**config.mk**
```make
export PLATFORM = sky130hd
export DESIGN_NAME = muldiv_iter_unit
export DESIGN_NICKNAME = d
export VERILOG_FILES = /design/src/rtl/muldiv_pkg.sv /design/src/rtl/muldiv_resbuf.sv /design/src/rtl/muldiv_iter_unit.sv
export SDC_FILE = /design/constraint.sdc
export NUM_CORES = 1
export LEC_CHECK = 0
export ABC_AREA = 0
export CAP_MARGIN = 10
export CORE_UTILIZATION = 40
export DETAILED_ROUTE_END_ITERATION = 16
export PLACE_DENSITY_LB_ADDON = 0.25
export SLEW_MARGIN = 0
export SYNTH_ARGS = -nofsm -noshare
export SYNTH_HDL_FRONTEND = slang
export SYNTH_SLANG_ARGS = --single-unit
```
**constraint.sdc**
```tcl
create_clock -name clk -period 14.5 [get_ports clk]
set_clock_uncertainty 0.15 [all_clocks]
set_input_delay 4.35 -clock clk [delete_from_list [all_inputs] [get_ports clk]]
set_output_delay 4.35 -clock clk [all_outputs]
set_load 0.02 [all_outputs]
```
**src/rtl/muldiv_pkg.sv**
```systemverilog
// Shared types and op-decode helpers for the iterative multiply/divide unit.
package muldiv_pkg;

    typedef enum logic [2:0] {
        OP_MUL    = 3'd0,
        OP_MULH   = 3'd1,
        OP_MULHSU = 3'd2,
        OP_MULHU  = 3'd3,
        OP_DIV    = 3'd4,
        OP_DIVU   = 3'd5,
        OP_REM    = 3'd6,
        OP_REMU   = 3'd7
    } muldiv_op_e;

    typedef enum logic [1:0] {
        ST_IDLE = 2'd0,
        ST_CALC = 2'd1,
        ST_DONE = 2'd2
    } muldiv_state_e;

    function automatic logic is_div(muldiv_op_e op);
        return op[2];
    endfunction

    function automatic logic is_rem(muldiv_op_e op);
        return (op == OP_REM) || (op == OP_REMU);
    endfunction

    function automatic logic rs0_signed(muldiv_op_e op);
        return (op == OP_MUL) || (op == OP_MULH) || (op == OP_MULHSU) ||
               (op == OP_DIV) || (op == OP_REM);
    endfunction

    function automatic logic rs1_signed(muldiv_op_e op);
        return (op == OP_MUL) || (op == OP_MULH) || (op == OP_DIV) || (op == OP_REM);
    endfunction

endpackage

```
**src/rtl/muldiv_resbuf.sv**
```systemverilog
// Result FIFO of {tag, data}; head is registered storage, flush empties it.
module muldiv_resbuf
    import muldiv_pkg::*;
#(
    parameter int DEPTH  = 2,
    parameter int TAG_W  = 5,
    parameter int DATA_W = 32
) (
    input  logic                         clk,
    input  logic                         rst,
    input  logic                         flush,
    input  logic                         push,
    input  logic [TAG_W-1:0]             push_tag,
    input  logic [DATA_W-1:0]            push_data,
    input  logic                         pop,
    output logic [$clog2(DEPTH+1)-1:0]   count,
    output logic                         head_valid,
    output logic [TAG_W-1:0]             head_tag,
    output logic [DATA_W-1:0]            head_data
);

    localparam int CNT_W = $clog2(DEPTH + 1);
    localparam int PTR_W = (DEPTH > 1) ? $clog2(DEPTH) : 1;
    localparam int ENT_W = TAG_W + DATA_W;

    logic [ENT_W-1:0] mem_q [DEPTH];
    logic [ENT_W-1:0] mem_d [DEPTH];
    logic [PTR_W-1:0] wr_ptr_q, wr_ptr_d;
    logic [PTR_W-1:0] rd_ptr_q, rd_ptr_d;
    logic [CNT_W-1:0] count_q, count_d;
    logic             empty, full, push_ok, pop_ok;

    function automatic logic [PTR_W-1:0] ptr_inc(input logic [PTR_W-1:0] p);
        return (p == PTR_W'(DEPTH - 1)) ? '0 : p + PTR_W'(1);
    endfunction

    assign empty   = (count_q == '0);
    assign full    = (count_q == CNT_W'(DEPTH));
    assign pop_ok  = pop & ~empty;
    // A push into a full buffer is only legal when the head leaves in the same cycle.
    assign push_ok = push & (~full | pop_ok);

    always_comb begin
        mem_d    = mem_q;
        wr_ptr_d = wr_ptr_q;
        rd_ptr_d = rd_ptr_q;
        count_d  = count_q;
        if (flush) begin
            wr_ptr_d = '0;
            rd_ptr_d = '0;
            count_d  = '0;
        end else begin
            if (push_ok) begin
                mem_d[wr_ptr_q] = {push_tag, push_data};
                wr_ptr_d        = ptr_inc(wr_ptr_q);
            end
            if (pop_ok) begin
                rd_ptr_d = ptr_inc(rd_ptr_q);
            end
            case ({push_ok, pop_ok})
                2'b10:   count_d = count_q + CNT_W'(1);
                2'b01:   count_d = count_q - CNT_W'(1);
                default: count_d = count_q;
            endcase
        end
    end

    always_ff @(posedge clk or posedge rst) begin
        if (rst) begin
            for (int i = 0; i < DEPTH; i++) begin
                mem_q[i] <= '0;
            end
            wr_ptr_q <= '0;
            rd_ptr_q <= '0;
            count_q  <= '0;
        end else begin
            mem_q    <= mem_d;
            wr_ptr_q <= wr_ptr_d;
            rd_ptr_q <= rd_ptr_d;
            count_q  <= count_d;
        end
    end

    assign count      = count_q;
    assign head_valid = ~empty;
    assign head_tag   = mem_q[rd_ptr_q][ENT_W-1:DATA_W];
    assign head_data  = mem_q[rd_ptr_q][DATA_W-1:0];

endmodule

```
**src/rtl/muldiv_iter_unit.sv**
```systemverilog
// Bit-serial RISC-V M-extension unit with a tagged result FIFO.
// Define MULDIV_EARLY_OUT_EN to let trivial operations bypass the iteration loop.
module muldiv_iter_unit
    import muldiv_pkg::*;
#(
    parameter int XLEN         = 32,
    parameter int RESBUF_DEPTH = 2,
    parameter int TAG_W        = 5
) (
    input  logic              clk,
    input  logic              rst,
    input  logic              clear_pipeline,
    input  logic              mul_initial,
    input  logic [2:0]        mul_para,
    input  logic [TAG_W-1:0]  mul_tag,
    input  logic [XLEN-1:0]   mul_rs0,
    input  logic [XLEN-1:0]   mul_rs1,
    output logic              mul_ready,
    output logic              mul_finished,
    output logic [XLEN-1:0]   mul_data,
    output logic [TAG_W-1:0]  mul_tag_out,
    input  logic              mul_ack
);

    localparam int CNT_W  = $clog2(XLEN + 1);
    localparam int FCNT_W = $clog2(RESBUF_DEPTH + 1);
    localparam logic [XLEN-1:0] MOST_NEG = {1'b1, {(XLEN-1){1'b0}}};

    muldiv_state_e      state_q, state_d;
    logic [CNT_W-1:0]   cnt_q, cnt_d;
    logic [2*XLEN-1:0]  acc_q, acc_d;
    logic [XLEN-1:0]    b_mag_q, b_mag_d;
    logic [XLEN-1:0]    rs0_q, rs0_d;
    muldiv_op_e         op_q, op_d;
    logic [TAG_W-1:0]   tag_q, tag_d;
    logic               neg_res_q, neg_res_d;
    logic               neg_rem_q, neg_rem_d;
    logic               dz_q, dz_d;
    logic               ovf_q, ovf_d;

    muldiv_op_e         op_in;
    logic               a_neg, b_neg, div_zero_in, ovf_in;
    logic [XLEN-1:0]    a_mag, b_mag;
    logic               accept, push;
    logic [FCNT_W-1:0]  fifo_count;
    logic [XLEN:0]      mul_sum, rem_sh, rem_diff;
    logic [XLEN-1:0]    rem_next;
    logic               q_bit;
    logic [2*XLEN-1:0]  prod;
    logic [XLEN-1:0]    result;

    assign op_in       = muldiv_op_e'(mul_para);
    assign a_neg       = rs0_signed(op_in) & mul_rs0[XLEN-1];
    assign b_neg       = rs1_signed(op_in) & mul_rs1[XLEN-1];
    assign a_mag       = a_neg ? -mul_rs0 : mul_rs0;
    assign b_mag       = b_neg ? -mul_rs1 : mul_rs1;
    assign div_zero_in = is_div(op_in) & (mul_rs1 == '0);
    assign ovf_in      = ((op_in == OP_DIV) || (op_in == OP_REM)) &
                         (mul_rs0 == MOST_NEG) & (&mul_rs1);

    assign mul_ready = (state_q == ST_IDLE) & (fifo_count < FCNT_W'(RESBUF_DEPTH));
    assign accept    = mul_initial & mul_ready & ~clear_pipeline;

`ifdef MULDIV_EARLY_OUT_EN
    logic trivial_in;
    assign trivial_in = is_div(op_in) ? (div_zero_in | ovf_in | (a_mag < b_mag))
                                      : ((mul_rs0 == '0) | (mul_rs1 == '0));
`endif

    // Multiply: acc = {partial high, remaining multiplier bits}, shifted right each step.
    assign mul_sum  = {1'b0, acc_q[2*XLEN-1:XLEN]} + {1'b0, (acc_q[0] ? b_mag_q : '0)};
    // Divide: acc = {partial remainder, remaining dividend / growing quotient}.
    assign rem_sh   = {acc_q[2*XLEN-1:XLEN], acc_q[XLEN-1]};
    assign rem_diff = rem_sh - {1'b0, b_mag_q};
    assign q_bit    = ~rem_diff[XLEN];
    assign rem_next = q_bit ? rem_diff[XLEN-1:0] : rem_sh[XLEN-1:0];

    always_comb begin
        state_d   = state_q;
        cnt_d     = cnt_q;
        acc_d     = acc_q;
        b_mag_d   = b_mag_q;
        rs0_d     = rs0_q;
        op_d      = op_q;
        tag_d     = tag_q;
        neg_res_d = neg_res_q;
        neg_rem_d = neg_rem_q;
        dz_d      = dz_q;
        ovf_d     = ovf_q;
        push      = 1'b0;
        case (state_q)
            ST_IDLE: begin
                if (accept) begin
                    op_d      = op_in;
                    tag_d     = mul_tag;
                    rs0_d     = mul_rs0;
                    b_mag_d   = b_mag;
                    neg_res_d = a_neg ^ b_neg;
                    neg_rem_d = a_neg;
                    dz_d      = div_zero_in;
                    ovf_d     = ovf_in;
                    acc_d     = {{XLEN{1'b0}}, a_mag};
                    cnt_d     = CNT_W'(XLEN);
                    state_d   = ST_CALC;
`ifdef MULDIV_EARLY_OUT_EN
                    if (trivial_in) begin
                        // Leaves acc holding the final magnitudes: product 0, or q=0/r=|rs0|.
                        acc_d   = is_div(op_in) ? {a_mag, {XLEN{1'b0}}} : '0;
                        state_d = ST_DONE;
                    end
`endif
                end
            end
            ST_CALC: begin
                cnt_d = cnt_q - CNT_W'(1);
                acc_d = is_div(op_q) ? {rem_next, acc_q[XLEN-2:0], q_bit}
                                     : {mul_sum, acc_q[XLEN-1:1]};
                if (cnt_q == CNT_W'(1)) begin
                    state_d = ST_DONE;
                end
            end
            ST_DONE: begin
                push    = 1'b1;
                state_d = ST_IDLE;
            end
            default: state_d = ST_IDLE;
        endcase
        if (clear_pipeline) begin
            state_d = ST_IDLE;
            push    = 1'b0;
        end
    end

    assign prod = neg_res_q ? -acc_q : acc_q;

    always_comb begin
        result = '0;
        if (is_div(op_q)) begin
            if (dz_q) begin
                result = is_rem(op_q) ? rs0_q : '1;
            end else if (ovf_q) begin
                result = is_rem(op_q) ? '0 : rs0_q;
            end else if (is_rem(op_q)) begin
                result = neg_rem_q ? -acc_q[2*XLEN-1:XLEN] : acc_q[2*XLEN-1:XLEN];
            end else begin
                result = neg_res_q ? -acc_q[XLEN-1:0] : acc_q[XLEN-1:0];
            end
        end else begin
            result = (op_q == OP_MUL) ? prod[XLEN-1:0] : prod[2*XLEN-1:XLEN];
        end
    end

    always_ff @(posedge clk or posedge rst) begin
        if (rst) begin
            state_q   <= ST_IDLE;
            cnt_q     <= '0;
            acc_q     <= '0;
            b_mag_q   <= '0;
            rs0_q     <= '0;
            op_q      <= OP_MUL;
            tag_q     <= '0;
            neg_res_q <= 1'b0;
            neg_rem_q <= 1'b0;
            dz_q      <= 1'b0;
            ovf_q     <= 1'b0;
        end else begin
            state_q   <= state_d;
            cnt_q     <= cnt_d;
            acc_q     <= acc_d;
            b_mag_q   <= b_mag_d;
            rs0_q     <= rs0_d;
            op_q      <= op_d;
            tag_q     <= tag_d;
            neg_res_q <= neg_res_d;
            neg_rem_q <= neg_rem_d;
            dz_q      <= dz_d;
            ovf_q     <= ovf_d;
        end
    end

    muldiv_resbuf #(
        .DEPTH  (RESBUF_DEPTH),
        .TAG_W  (TAG_W),
        .DATA_W (XLEN)
    ) u_resbuf (
        .clk        (clk),
        .rst        (rst),
        .flush      (clear_pipeline),
        .push       (push),
        .push_tag   (tag_q),
        .push_data  (result),
        .pop        (mul_ack),
        .count      (fifo_count),
        .head_valid (mul_finished),
        .head_tag   (mul_tag_out),
        .head_data  (mul_data)
    );

endmodule

```
Word level (Yosys, flattened, before mapping)

Cells that the tools add are included.

Register bits after elaboration: 226
Input bits: 77
Output and inout bits: 39
Logic and storage cells: 128

Add/subtract/negate cells: 12
$lt $le $gt $ge: 4
Eq/ne operators: 16
Mux-type cells: 39
Bitwise logic cells: 18
Reduce and logical (&&, ||, !) cells: 23

Operators by type and width:

| cell                                                | count |
|---|---|
| two-way mux 32 bit                                  | 13 |
| two-way mux 64 bit                                  | 3 |
| two-way mux 37 bit                                  | 4 |
| negator 32 bit                                      | 4 |
| one-hot mux 64 bit (2 select lines)                 | 1 |
| bitwise mux 74 bit                                  | 1 |
| negator 64 bit                                      | 1 |
| demux 37 bit (select 1 bit)                         | 1 |
| adder 32 x 32 -> 33 bit                             | 1 |
| subtractor 33 x 32 -> 33 bit                        | 1 |
| equality test 32 bit, second input constant         | 1 |
| logical NOT 32 bit                                  | 1 |
| AND reduction 32 bit                                | 1 |
| equality test 3 bit, second input constant          | 4 |
| one-hot mux 6 bit (2 select lines)                  | 1 |
| AND 1 bit                                           | 10 |
| logical OR 1 bit                                    | 8 |
| two-way mux 1 bit                                   | 8 |
| two-way mux 2 bit                                   | 4 |
| one-hot mux 2 bit (2 select lines)                  | 2 |
| AND reduction 2 bit                                 | 4 |
| equality test 2 bit, second input constant          | 3 |
| equality test 6 x 1 -> 1 bit, second input constant | 1 |
| logical NOT 3 bit                                   | 2 |
| other kinds (21)                                    | 32 |

Depth between registers and ports, before layout

Gate-level depths: netlist of run 1.

Depth in word-level cells: 9
Depth in mapped cells: 15
Depth with buffers taken out: 13

Hierarchy

From an unflattened synthesis of run 1, not the netlist that was laid out.

Cells, all modules: 2213
Area, all modules: 18402.6 sq um

Modules (own cells, without submodules):

| module           | instances | cells an instance | area each (sq um) | seq. area each (sq um) |
|---|---|---|---|---|
| muldiv_iter_unit | 1         | 1989              | 14900.5           | 3703.6 |
| muldiv_resbuf    | 1         | 224               | 3502.1            | 1951.9 |

Worst setup path before layout of run 1

OpenSTA, ideal clock, no wires.

Path type: input to register
Start point: input mul_rs0[9]
End point: register acc_q[21]
Library setup time: 0.137 ns
Data arrival time: 6.761 ns
Data required time: 14.213 ns
Path slack: 7.452 ns
Stages on the path: 9
Path buffers: 0
Cell sequence: or4_1 or4_1 or2_2 or3b_1 o41ai_1 xor2_1 nor2_1 a211oi_1 a21oi_1

Word-level cells in the longest chain between the ends: 4

Ends and longest elaborated chain:

| what                                | RTL line                | RTL |
|---|---|---|
| from (decl)                         | muldiv_iter_unit.sv:16  | `input logic [XLEN-1:0] mul_rs0,` |
| negator 32 bit                      | muldiv_iter_unit.sv:55  | `assign a_mag = a_neg ? -mul_rs0 : mul_rs0;` |
| two-way mux 32 bit                  | muldiv_iter_unit.sv:55  |  |
| two-way mux 64 bit                  | muldiv_iter_unit.sv:93  | `if (accept) begin` |
| one-hot mux 64 bit (2 select lines) | muldiv_iter_unit.sv:91  | `case (state_q)` |
| to (signal assigned)                | muldiv_iter_unit.sv:157 | `acc_q <= '0;` |
| to (signal assigned)                | muldiv_iter_unit.sv:169 | `acc_q <= acc_d;` |
| to (decl)                           | muldiv_iter_unit.sv:31  | `logic [2*XLEN-1:0] acc_q, acc_d;` |

No other way between the ends. The select of a mux whose other input is x is not followed.
A chain may end at the register's enable or synchronous reset.

Final worst setup path of run 1

Start point: input mul_rs0[7]
End point: register acc_q[28]

Same word-level chain as after synthesis.

==> metrics.md, run 1 <==
| Metric | Value |
|---|---|
| Initial antenna violation count | 0 |
| Row cnt | 78 |
| Most used cell, CP | or4_1 |
| Worst Setup Path Type | in2reg |
| Area grow syn2layout | 13.30% |
| Mapped cell area | 18700 µm² |
| First-pass GRT wire length | 98.90 mm |
| Fin Hold WS | 317.5 ps |
| Status | finished, final reports clean |
| Die W | between 200 and 250 µm |
| Final WS setup | ~7000 ps |
| DR WL/cell | around 21 µm |
| Postcts setup bufs | 0 |
| DRT iter0 DRCs | approximately 1800 |
| P_int | 2.285 mW |
| Inserted Diodes | 0 |
| Seq/Total Area, Yosys | 0.3025 |
| Clk root buf | clkbuf_16 |
| All-Layer GR Usage | 0.2646 |
| Proportion of layout cells with a drive suffix above 1 | 0.08062 |
| Yosys top cell area share | 0.3025 |
| Chip height | roughly 220 µm |
| Flop pwr share | 0.250 |
| Mapped Cells | roughly 2400 |
| # hold bufs at CTS | 0 |
| GPL Wtd Cong | between 1 and 1.5 |
| Hold/Removal Path Class | reg2reg |
| CTS Buffer Depth | 3 |
| Placed Instances | 2943 |
| # resized after CTS | 0 |
| CP required | ~15000 ps |
| Worst path cell trace | clkdlybuf4s50_1 > or4_1 > or4_1 > nor3_1 > nand3_1 > or2_2 > o41ai_1 > xor2_1 > o21ai_0 |
| Htree depth | 1 |
| Sw Share | 0.5028 |
| Synth unique cells | 77 |
| Largest net degree at the start of global routing | 88 |
| Layout Cells excl Fill | 2994 |
| Clk sinks | between 200 and 250 |
| Max cap viols | 0 |
| Rel. slew slack | 0.1887 |
| Synth Flop Type | dfrtp_1 |
| Clk pwr share | 0.155 |
| Setup slack at placement | around 6400 ps |
| Worst Path Buf+Inv | 1 |
| Worst slew pin tran | between 1000 and 1500 ps |
| Maximum vdd drop | around 0.15 mV |
| Asr flop ratio synth | 1.000 |
| Commonest non-fill, non-tap cells in the layout | nand2_1 (351), dfrtp_1 (225), o21ai_0 (204) |
| Setup violations, final | 0 |
| Warning count from the yosys run | 0 |
| CTS clk-pin slew, worst paths | approximately 60 ps |
| CTS tree | yes |
| Yosys reg bits | about 230 |
| CP Data Arrival Time | 7750 ps |
| DP HPWL | about 47 mm |
| Setup TNS | 0 ps |
| Vias in the first global route | between 15000 and 20000 |
| Grt ovf | 0 |
| Max incr delay on CP | around 600 ps |
| Drt first pass iters | 5 |
| I/O Pins | about 120 |
| Startpoint types | primary input |
| Hold Fails Final Rpt | 0 |
| Starting density of the core | 0.4085 |
| Final wirelength | approximately 64 mm |
| DR vias/cell | between 6 and 7 |
| Peak fanout along the critical path | 5 |
| Cts bufs inserted | 27 |
| Average size of a mapped cell | between 7 and 8 µm² |
| Post-synth top area cell | dfrtp_1 |
| Final worst-path cycle share | 0.5167 |
| Top cells by area, synth | dfrtp_1 (30%), nand2_1 (7.1%), o21ai_0 (5.5%) |
| Most common cell after layout, fill and taps aside | nand2_1 |
| Routed via count | about 18000 |
| Fmax | about 0.13 GHz |
| Fillers | approximately 4500 |
| Clk Latency, worst-skew pair | about 560 ps |
| Core area | 45770 µm² |
| RSZ-0062 raised after global routing | false |
| Post-synth EDFFs | 0 |
| Top Family by Delay on Critical Path | simple AND/OR/NAND/NOR gates |
| CP max-delay cell | or4_1 |
| LEAKAGE | approximately 8.9 nW |
| PwrDens | 216.9 nW/µm² |
| Element type at the critical path end | flip-flop |
| Final Max Slew Viols | 0 |
| Nets@finish | around 2500 |
| Logic pwr share | 0.594 |
| Net Sw Power | approximately 2.3 mW |
| Min Clock Period, post-route | between 7000 and 8000 ps |
| Synthesized Nets | approximately 2500 |
| Antenna Violating Nets Remaining | 0 |
| # port buffers | 115 |
| DRC viols | 0 |
| DIE AREA | roughly 48000 µm² |
cells in the mapped netlist (19+ instances only):
| cell type | number |
|---|---|
| dfrtp_1 | 226 |
| nor2_1 | 193 |
| mux2_2 | 84 |
| nand3_1 | 53 |
| mux2i_1 | 64 |
| nor3_1 | 40 |
| inv_1 | 80 |
| nand2_1 | 352 |
| nor4_1 | 25 |
| xnor2_1 | 102 |
| o41ai_1 | 21 |
| a21oi_1 | 166 |
| xor2_1 | 91 |
| clkbuf_1 | 144 |
| ha_1 | 71 |
| a211oi_1 | 43 |
| o21a_1 | 20 |
| o21ai_0 | 204 |
| o211ai_1 | 19 |
| a31oi_1 | 28 |
| o31ai_1 | 39 |
| a21o_1 | 19 |
routing by layer:
layer | vias up | share of wire | global-route usage
met3 | 112 | 0.076 | 0.04134
li1 | 8505 | - | -
met1 | 8690 | 0.47 | 0.3860
met5 | - | 0 | 0
met4 | 0 | 0.029 | 0.07599
met2 | 700 | 0.43 | 0.3997
worst paths after layout:
| check | startpoint | to | slack [ps] | cells after the start |
|---|---|---|---|---|
| setup / recovery | mul_rs0[7] | acc_q[28]$_DFFE_PP0P_ | 7010 | 9 |
| max in group asynchronous | rst | rs0_q[3]$_DFFE_PP0P_ | 7810 | 4 |
| hold / removal | u_resbuf.mem_q[42]$_DFFE_PP0P_ | u_resbuf.mem_q[42]$_DFFE_PP0P_ | 320 | 2 |
| setup reg to reg | acc_q[6]$_DFFE_PP0P_ | u_resbuf.mem_q[20]$_DFFE_PP0P_ | 9380 | 7 |
| hold reg to reg | u_resbuf.mem_q[42]$_DFFE_PP0P_ | u_resbuf.mem_q[42]$_DFFE_PP0P_ | 320 | 2 |
| min in group asynchronous | rst | acc_q[42]$_DFFE_PP0P_ | 4130 | 2 |
tightest hold or removal path: stages (launching register included):
cell     delay, ps
dfrtp_1        340
nand2_1         50
nand2_1         50
power groups by stage:
stage                     logic [mW]  clock network, mW  registers [mW]
after floorplan                 2.03                  0           0.934
after detailed placement        2.65                  0            1.15
after CTS                       2.66              0.728            1.14
after global routing            2.97              0.754            1.18
after global placement          2.62                  0            1.15
final                           2.73              0.713            1.15
area by class of cell:
cell class	instances	area (µm²)	area share
sequential	226	5659	0.2671
inverter	80	307.8	0.01453
multi-input combinational	1895	12170	0.5744
tap	600	750.7	0.03544
clock inverter	12	161.4	0.007619
clock buffer	38	777.0	0.03668
timing repair buffer	143	1359	0.06414
flip-flops by register name, summed over array words and instances (netlist names), 2 cells and up:
| signal | count |
|---|---|
| u_resbuf.mem_q | 74 |
| acc_q | 64 |
| b_mag_q | 32 |
| rs0_q | 32 |
| cnt_q | 6 |
| tag_q | 5 |
| op_q | 3 |
| state_q | 2 |
| u_resbuf.count | 2 |
through the flow:
| stage | power [mW] | util | instance area, µm² |
|---|---|---|---|
| after floorplan | 2.963 | - | 18700 |
| after global placement | 3.765 | 0.4422 | 20240 |
| after detailed placement | 3.804 | 0.4422 | 20240 |
| after CTS | 4.534 | 0.4627 | 21180 |
| after global routing | 4.898 | 0.4628 | 21180 |
| final | 4.595 | 0.4628 | 21180 |
logic make-up (layout without fill, tap and decap cells):
kind of cell               after synthesis  in the layout  synth area share
adders and majority gates               73             73           0.04966
and+or+nand+nor                        805            805            0.1954
AOI/OAI and AO/OA                      676            676            0.2282
DFF                                    226            226            0.3025
xor gates and xnor gates               193            193           0.09041
buffers and inverters                  240            273           0.04899
muxes                                  148            148           0.08486
(Power assumes the default switching activity.)
==> run 2, diff against run 1 <==
- clock period: 14.5 -> 6.56 ns (I/O delays scaled with it)
==> metrics.md, run 2 (synthesized netlist as in run 1, its figures left out) <==
| Metric | Value |
|---|---|
| Status | finished, final reports clean |
| GPL Wtd Cong | 0.9494 (-6.0%) |
| Htree depth | 1 (unchanged) |
| Hold/Removal Path Class | reg2reg |
| # port buffers | 115 (unchanged) |
| Grt ovf | 0 (unchanged) |
| DP HPWL | 47.56 mm (+0.78%) |
| CTS Buffer Depth | 3 (unchanged) |
| CP required | 6840 ps (-7920 ps) |
| Largest net degree at the start of global routing | 105 (+19%) |
| Min Clock Period, post-route | 5134 ps |
| Clk Latency, worst-skew pair | 570 ps (about the same) |
| CTS tree | yes |
| All-Layer GR Usage | 0.2681 (+0.003532) |
| Final wirelength | 64.28 mm (+0.95%) |
| Initial antenna violation count | 0 (unchanged) |
| Maximum vdd drop | 0.2192 mV (+50%) |
| Most common cell after layout, fill and taps aside | nand2_1 |
| Setup violations, final | 0 (unchanged) |
| Area after DPL | 20320 µm² (+0.38%) |
| Area grow syn2layout | 13.11% |
| DR vias/cell | 5.956 (-0.98%) |
| Met3 wire len | 5.142 mm (+6.0%) |
| Proportion of layout cells with a drive suffix above 1 | 0.07975 (-0.0008687) |
| Max FFs per register | 74 (unchanged) |
| Final worst-path cycle share | 0.7827 |
| Postcts setup bufs | 0 (unchanged) |
| Worst Setup Path Type | in2reg |
| DR WL/cell | 21.46 µm (+0.88%) |
| Worst Path Buf+Inv | 1 (unchanged) |
| DRT iter0 DRCs | 1512 (-15%) |
| Post-route design area | 21150 µm² (-0.17%) |
| # resized after CTS | 0 (unchanged) |
| Element type at the critical path end | flip-flop |
| Core area | 45770 µm² (unchanged) |
| Die W | 218.2 µm (unchanged) |
| Cts bufs inserted | 26 (-3.7%) |
| Setup TNS | 0 ps (unchanged) |
| Routed via count | 17840 (-0.91%) |
| # hold bufs at CTS | 0 (unchanged) |
| Worst slew pin tran | 1256 ps (+40.76 ps) |
| Clk root buf | clkbuf_16 |
| CP Data Arrival Time | 5410 ps (-2340 ps) |
| Max cap viols | 0 (unchanged) |
| Commonest non-fill, non-tap cells in the layout | nand2_1 (351), dfrtp_1 (225), o21ai_0 (204) |
| Peak fanout along the critical path | 5 (unchanged) |
| DRT met1 WL | 30.05 mm (+1.3%) |
| Rel. slew slack | 0.1583 (-0.03042) |
| Chip height | 218.2 µm (unchanged) |
| Hold Fails Final Rpt | 0 (unchanged) |
| Nets@finish | 2526 (+0.12%) |
| DIE AREA | 47610 µm² (unchanged) |
| CP max-delay cell | or4_1 |
| DRC viols | 0 (unchanged) |
| Fmax | 0.1948 GHz |
| RSZ-0062 raised after global routing | false |
| Row cnt | 78 (unchanged) |
| Worst path cell trace | clkdlybuf4s50_1 > or4_1 > or4_1 > or2_2 > or3b_1 > nor3_1 > nor2_1 > xor2_1 > nor2_1 > o22ai_1 |
| Clk sinks | 226 (unchanged) |
| First-pass GRT wire length | 99.67 mm (+0.77%) |
| Top Family by Delay on Critical Path | simple AND/OR/NAND/NOR gates |
| Max incr delay on CP | 590 ps (about the same) |
| Vias in the first global route | 16920 (+0.37%) |
| Max layer used | met4 |
| Antenna Violating Nets Remaining | 0 (unchanged) |
| Top reg by flops | u_resbuf.mem_q |
| Startpoint types | primary input |
| Met2 wire len | 27.62 mm (+1.2%) |
| Drt first pass iters | 5 (unchanged) |
| I/O Pins | 116 (unchanged) |
| Starting density of the core | 0.4085 (unchanged) |
| CTS clk-pin slew, worst paths | 60 ps (about the same) |
| Final Max Slew Viols | 0 (unchanged) |
| Largest regs | u_resbuf.mem_q: 74 flops, acc_q: 64 flops |
| LEAKAGE | 8.909 nW (-0.20%) |
| PwrDens | 472.2 nW/µm² (+120%) |
## run 2: changes by cell type in the layout (fill, tap and decap cells not counted), moves of 2 or more
| cell | delta |
|---|---|
| buf_4 | +2 |
| clkbuf_1 | +3 |
| inv_8 | -2 |
| buf_12 | +3 |
| bufinv_16 | -2 |
| clkinv_2 | +2 |
| clkbuf_8 | -2 |
## run 2: power by group
part           internal, mW  total, mW  switching [mW]
Clock                 0.819       1.43           0.616
Sequential             1.79       2.49           0.700
Combinational          2.33       6.06            3.74
## run 2: area by class of cell
cell class	count	area [µm²]
clock buffer	38	735.7
sequential	226	5659
multi-input combinational	1895	12180
clock inverter	9	91.34
inverter	80	304.0
fill	4583	24620
timing repair buffer	147	1429
tap	600	750.7
antenna	1	2.502
## run 2: worst paths after layout
kind | startpoint | end | slack, ps | cells past startpoint
max in group asynchronous | rst | tag_q[4]$_DFFE_PP0P_ | 3350 | 3
max | mul_rs0[7] | acc_q[25]$_DFFE_PP0P_ | 1430 | 10
min | u_resbuf.mem_q[69]$_DFFE_PP0P_ | u_resbuf.mem_q[69]$_DFFE_PP0P_ | 320 | 2
min in group asynchronous | rst | acc_q[47]$_DFFE_PP0P_ | 1780 | 2
min reg2reg | u_resbuf.mem_q[69]$_DFFE_PP0P_ | u_resbuf.mem_q[69]$_DFFE_PP0P_ | 320 | 2
max reg2reg | acc_q[31]$_DFFE_PP0P_ | acc_q[32]$_DFFE_PP0P_ | 1480 | 13
## run 2: worst reg2reg max path: stages, from the launching register on
cell	delay (ps)
dfrtp_1	420
inv_1	190
ha_1	280
fa_1	400
nand2b_1	180
a21oi_1	280
o21a_1	260
o41ai_1	190
o211ai_1	290
a31oi_1	240
xnor2_2	1010
buf_4	500
mux2_2	390
o221ai_1	180
## run 2: metal layers
layer | GRT usage | vias to the layer above
met5 | 0 | -
met4 | 0.06713 | 0
met3 | 0.05706 | 82
met2 | 0.4052 | 622
met1 | 0.3853 | 8652
li1 | - | 8487
## run 2: metrics by stage
step / power, mW / hold WS, ps / setup WS (ps) / util / instances
2_1_floorplan: 6.550 / 289.5 / 1490 / - / 2361
3_3_place_gp: 8.343 / 304.7 / 946.4 / 0.4439 / 2948
3_5_place_dp: 8.419 / 309.0 / 900.1 / 0.4439 / 2948
4_1_cts: 9.889 / 323.6 / 1475 / 0.4620 / 2995
5_1_grt: 10.71 / 351.9 / 1293 / 0.4620 / 2995
6_report: 9.985 / 320.5 / 1426 / 0.4620 / 2996
==> run 3, diff against run 2 <==
- clock period: 6.56 -> 5.25 ns (I/O delays scaled with it)
==> metrics.md, run 3 (synthesized netlist as in run 1, its figures left out) <==
| Metric | Value |
|---|---|
| Final Max Slew Viols | 0 (unchanged) |
| Rel. slew slack | 0.1256 (-0.03264) |
| Clk pwr share | 0.159 (+0.015) |
| Reg2reg start | acc_q[0]$_DFFE_PP0P_ |
| DR vias/cell | 5.921 (-0.58%) |
| Chip height | 218.2 µm (unchanged) |
| DIE AREA | 47610 µm² (unchanged) |
| Finished Core Util | 0.4721 (+0.01009) |
| Clk root buf | clkbuf_16 |
| Row cnt | 78 (unchanged) |
| Flop pwr share | 0.234 (-0.015) |
| Sw Share | 0.4914 (-0.01449) |
| Fillers | 4494 (-1.9%) |
| Fmax | a little over 0.2 GHz |
| Antenna Violating Nets Remaining | 0 (unchanged) |
| Drt first pass iters | 5 (unchanged) |
| Met3 wire len | 5.091 mm (-0.99%) |
| Proportion of layout cells with a drive suffix above 1 | 0.09696 (+0.01721) |
| Final wirelength | 63.46 mm (-1.3%) |
| Clk Latency, worst-skew pair | 570 ps (about the same) |
| Post-route design area | 21610 µm² (+2.2%) |
| # resized after CTS | 0 (unchanged) |
| Element type at the critical path end | flip-flop |
| Max layer used | met5 |
| Postcts setup bufs | 0 (unchanged) |
| Area grow syn2layout | 15.58% |
| Final worst-path cycle share | 0.9193 |
| Starting density of the core | 0.4085 (unchanged) |
| DRT iter0 DRCs | 1899 (+26%) |
| Grt ovf | 0 (unchanged) |
| P_int | 6.535 mW (+32%) |
| Met2 wire len | 27.22 mm (-1.5%) |
| Worst slew pin tran | 1307 ps (+50.32 ps) |
| Clk sinks | 226 (unchanged) |
| Peak fanout along the critical path | 16 (+11) |
| Hold/Removal Path Class | reg2reg |
| DR WL/cell | 20.90 µm (-2.6%) |
| Worst Setup Path Type | reg2reg |
| CP required | 5500 ps (-1340 ps) |
| HP Start | u_resbuf.mem_q[71]$_DFFE_PP0P_ |
| Largest net degree at the start of global routing | 162 (+54%) |
| Fin Hold WS | 323.4 ps (+2.883 ps) |
| Nets@finish | 2563 (+1.5%) |
| Routed via count | 17980 (+0.75%) |
| CP Data Arrival Time | 5070 ps (-340 ps) |
| First-pass GRT wire length | 99.24 mm (-0.43%) |
| Net Sw Power | 6.314 mW (+25%) |
| Die W | 218.2 µm (unchanged) |
| Top reg by flops | u_resbuf.mem_q |
| Startpoint types | flip-flop |
| Initial antenna violation count | 1 (+1) |
| # port buffers | 115 (unchanged) |
| Status | finished, final reports clean |
| Htree depth | 1 (unchanged) |
| Setup slack at placement | 239.2 ps (-660.9 ps) |
| Logic pwr share | 0.607 (about the same) |
| Core area | 45770 µm² (unchanged) |
| Final WS setup | 423.4 ps (-1002 ps) |
| DRC viols | 0 (unchanged) |
| Cts bufs inserted | 28 (+7.7%) |
| I/O Pins | 116 (unchanged) |
| RSZ-0062 raised after global routing | false |
| Commonest non-fill, non-tap cells in the layout | nand2_1 (351), dfrtp_1 (225), o21ai_0 (204) |
| Max FFs per register | 74 (unchanged) |
| Min Clock Period, post-route | about 4800 ps |
| GPL Wtd Cong | 1.013 (+6.6%) |
| Largest regs | u_resbuf.mem_q: 74 flops, acc_q: 64 flops |
| CTS clk-pin slew, worst paths | 60 ps (about the same) |
| DP HPWL | 47.61 mm (+0.12%) |
| CTS tree | yes |
| LEAKAGE | 9.176 nW (+3.0%) |
| Vias in the first global route | 17060 (+0.81%) |
| Critical path startpoint | acc_q[0]$_DFFE_PP0P_ |
| Setup slack, reg-to-reg | 420 ps (-1060 ps) |
| DRT met1 WL | 29.42 mm (-2.1%) |
| Setup TNS | 0 ps (unchanged) |
| Setup violations, final | 0 (unchanged) |
| Max cap viols | 0 (unchanged) |
| CTS Buffer Depth | 3 (unchanged) |
| All-Layer GR Usage | 0.2652 (-0.002932) |
| Hold Fails Final Rpt | 0 (unchanged) |
| Maximum vdd drop | 0.3160 mV (+44%) |
| Area after DPL | 20620 µm² (+1.5%) |
| PwrDens | 594.6 nW/µm² (+26%) |
| # hold bufs at CTS | 0 (unchanged) |
| Most common cell after layout, fill and taps aside | nand2_1 |
-- run 3: path summary, 6_finish.rpt --
check / endpoint / cells after the start
setup / recovery: acc_q[61]$_DFFE_PP0P_ / 15
hold / removal: u_resbuf.mem_q[71]$_DFFE_PP0P_ / 2
setup reg to reg: acc_q[61]$_DFFE_PP0P_ / 15
hold reg to reg: u_resbuf.mem_q[71]$_DFFE_PP0P_ / 2
max in group asynchronous: b_mag_q[12]$_DFFE_PP0P_ / 3
min in group asynchronous: u_resbuf.mem_q[49]$_DFFE_PP0P_ / 2
-- run 3: routing by layer --
metal,track usage,vias up
met5,0,-
met4,0.07249,2
met3,0.04022,113
met2,0.4021,689
met1,0.3877,8601
li1,-,8572
-- run 3: final cells by class --
class                           instances  area [µm²]  area share
Inverter                               80       304.0     0.01407
Timing Repair Buffer                  182        1729     0.08002
Clock inverter                         12       155.1    0.007180
Tap cell                              600       750.7     0.03474
Multi-Input combinational cell       1895       12170      0.5634
Sequential cell                       226        5659      0.2619
Clock buffer                           39       832.0     0.03850
Antenna cell                            2       5.005   0.0002316
-- run 3: stage by stage --
step,cells,power [mW]
CTS,3034,12.68
global placement,2983,10.48
finish,3036,12.85
detailed placement,2983,10.58
global route,3034,13.70
floorplan,2361,8.185
-- run 3: worst max-delay path, stage by stage, from the launching register on --
cell,delay (ps)
dfrtp_1,370
inv_1,320
buf_4,310
nor2_1,90
ha_1,370
nand3_1,170
a2111oi_0,80
buf_4,160
o21ai_0,390
nand3_1,280
a2111oi_0,1090
o31ai_1,200
buf_4,200
mux2i_1,110
o21ai_0,230
o211ai_1,130
-- run 3: power by group through the flow --
stage          Combinational [mW]  Clock (mW)  Sequential, mW
6_report                     7.80        2.04            3.01
5_1_grt                      8.48        2.15            3.07
4_1_cts                      7.62        2.07            2.98
3_5_place_dp                 7.56           0            3.01
3_3_place_gp                 7.50           0            2.99
2_1_floorplan                5.61           0            2.58
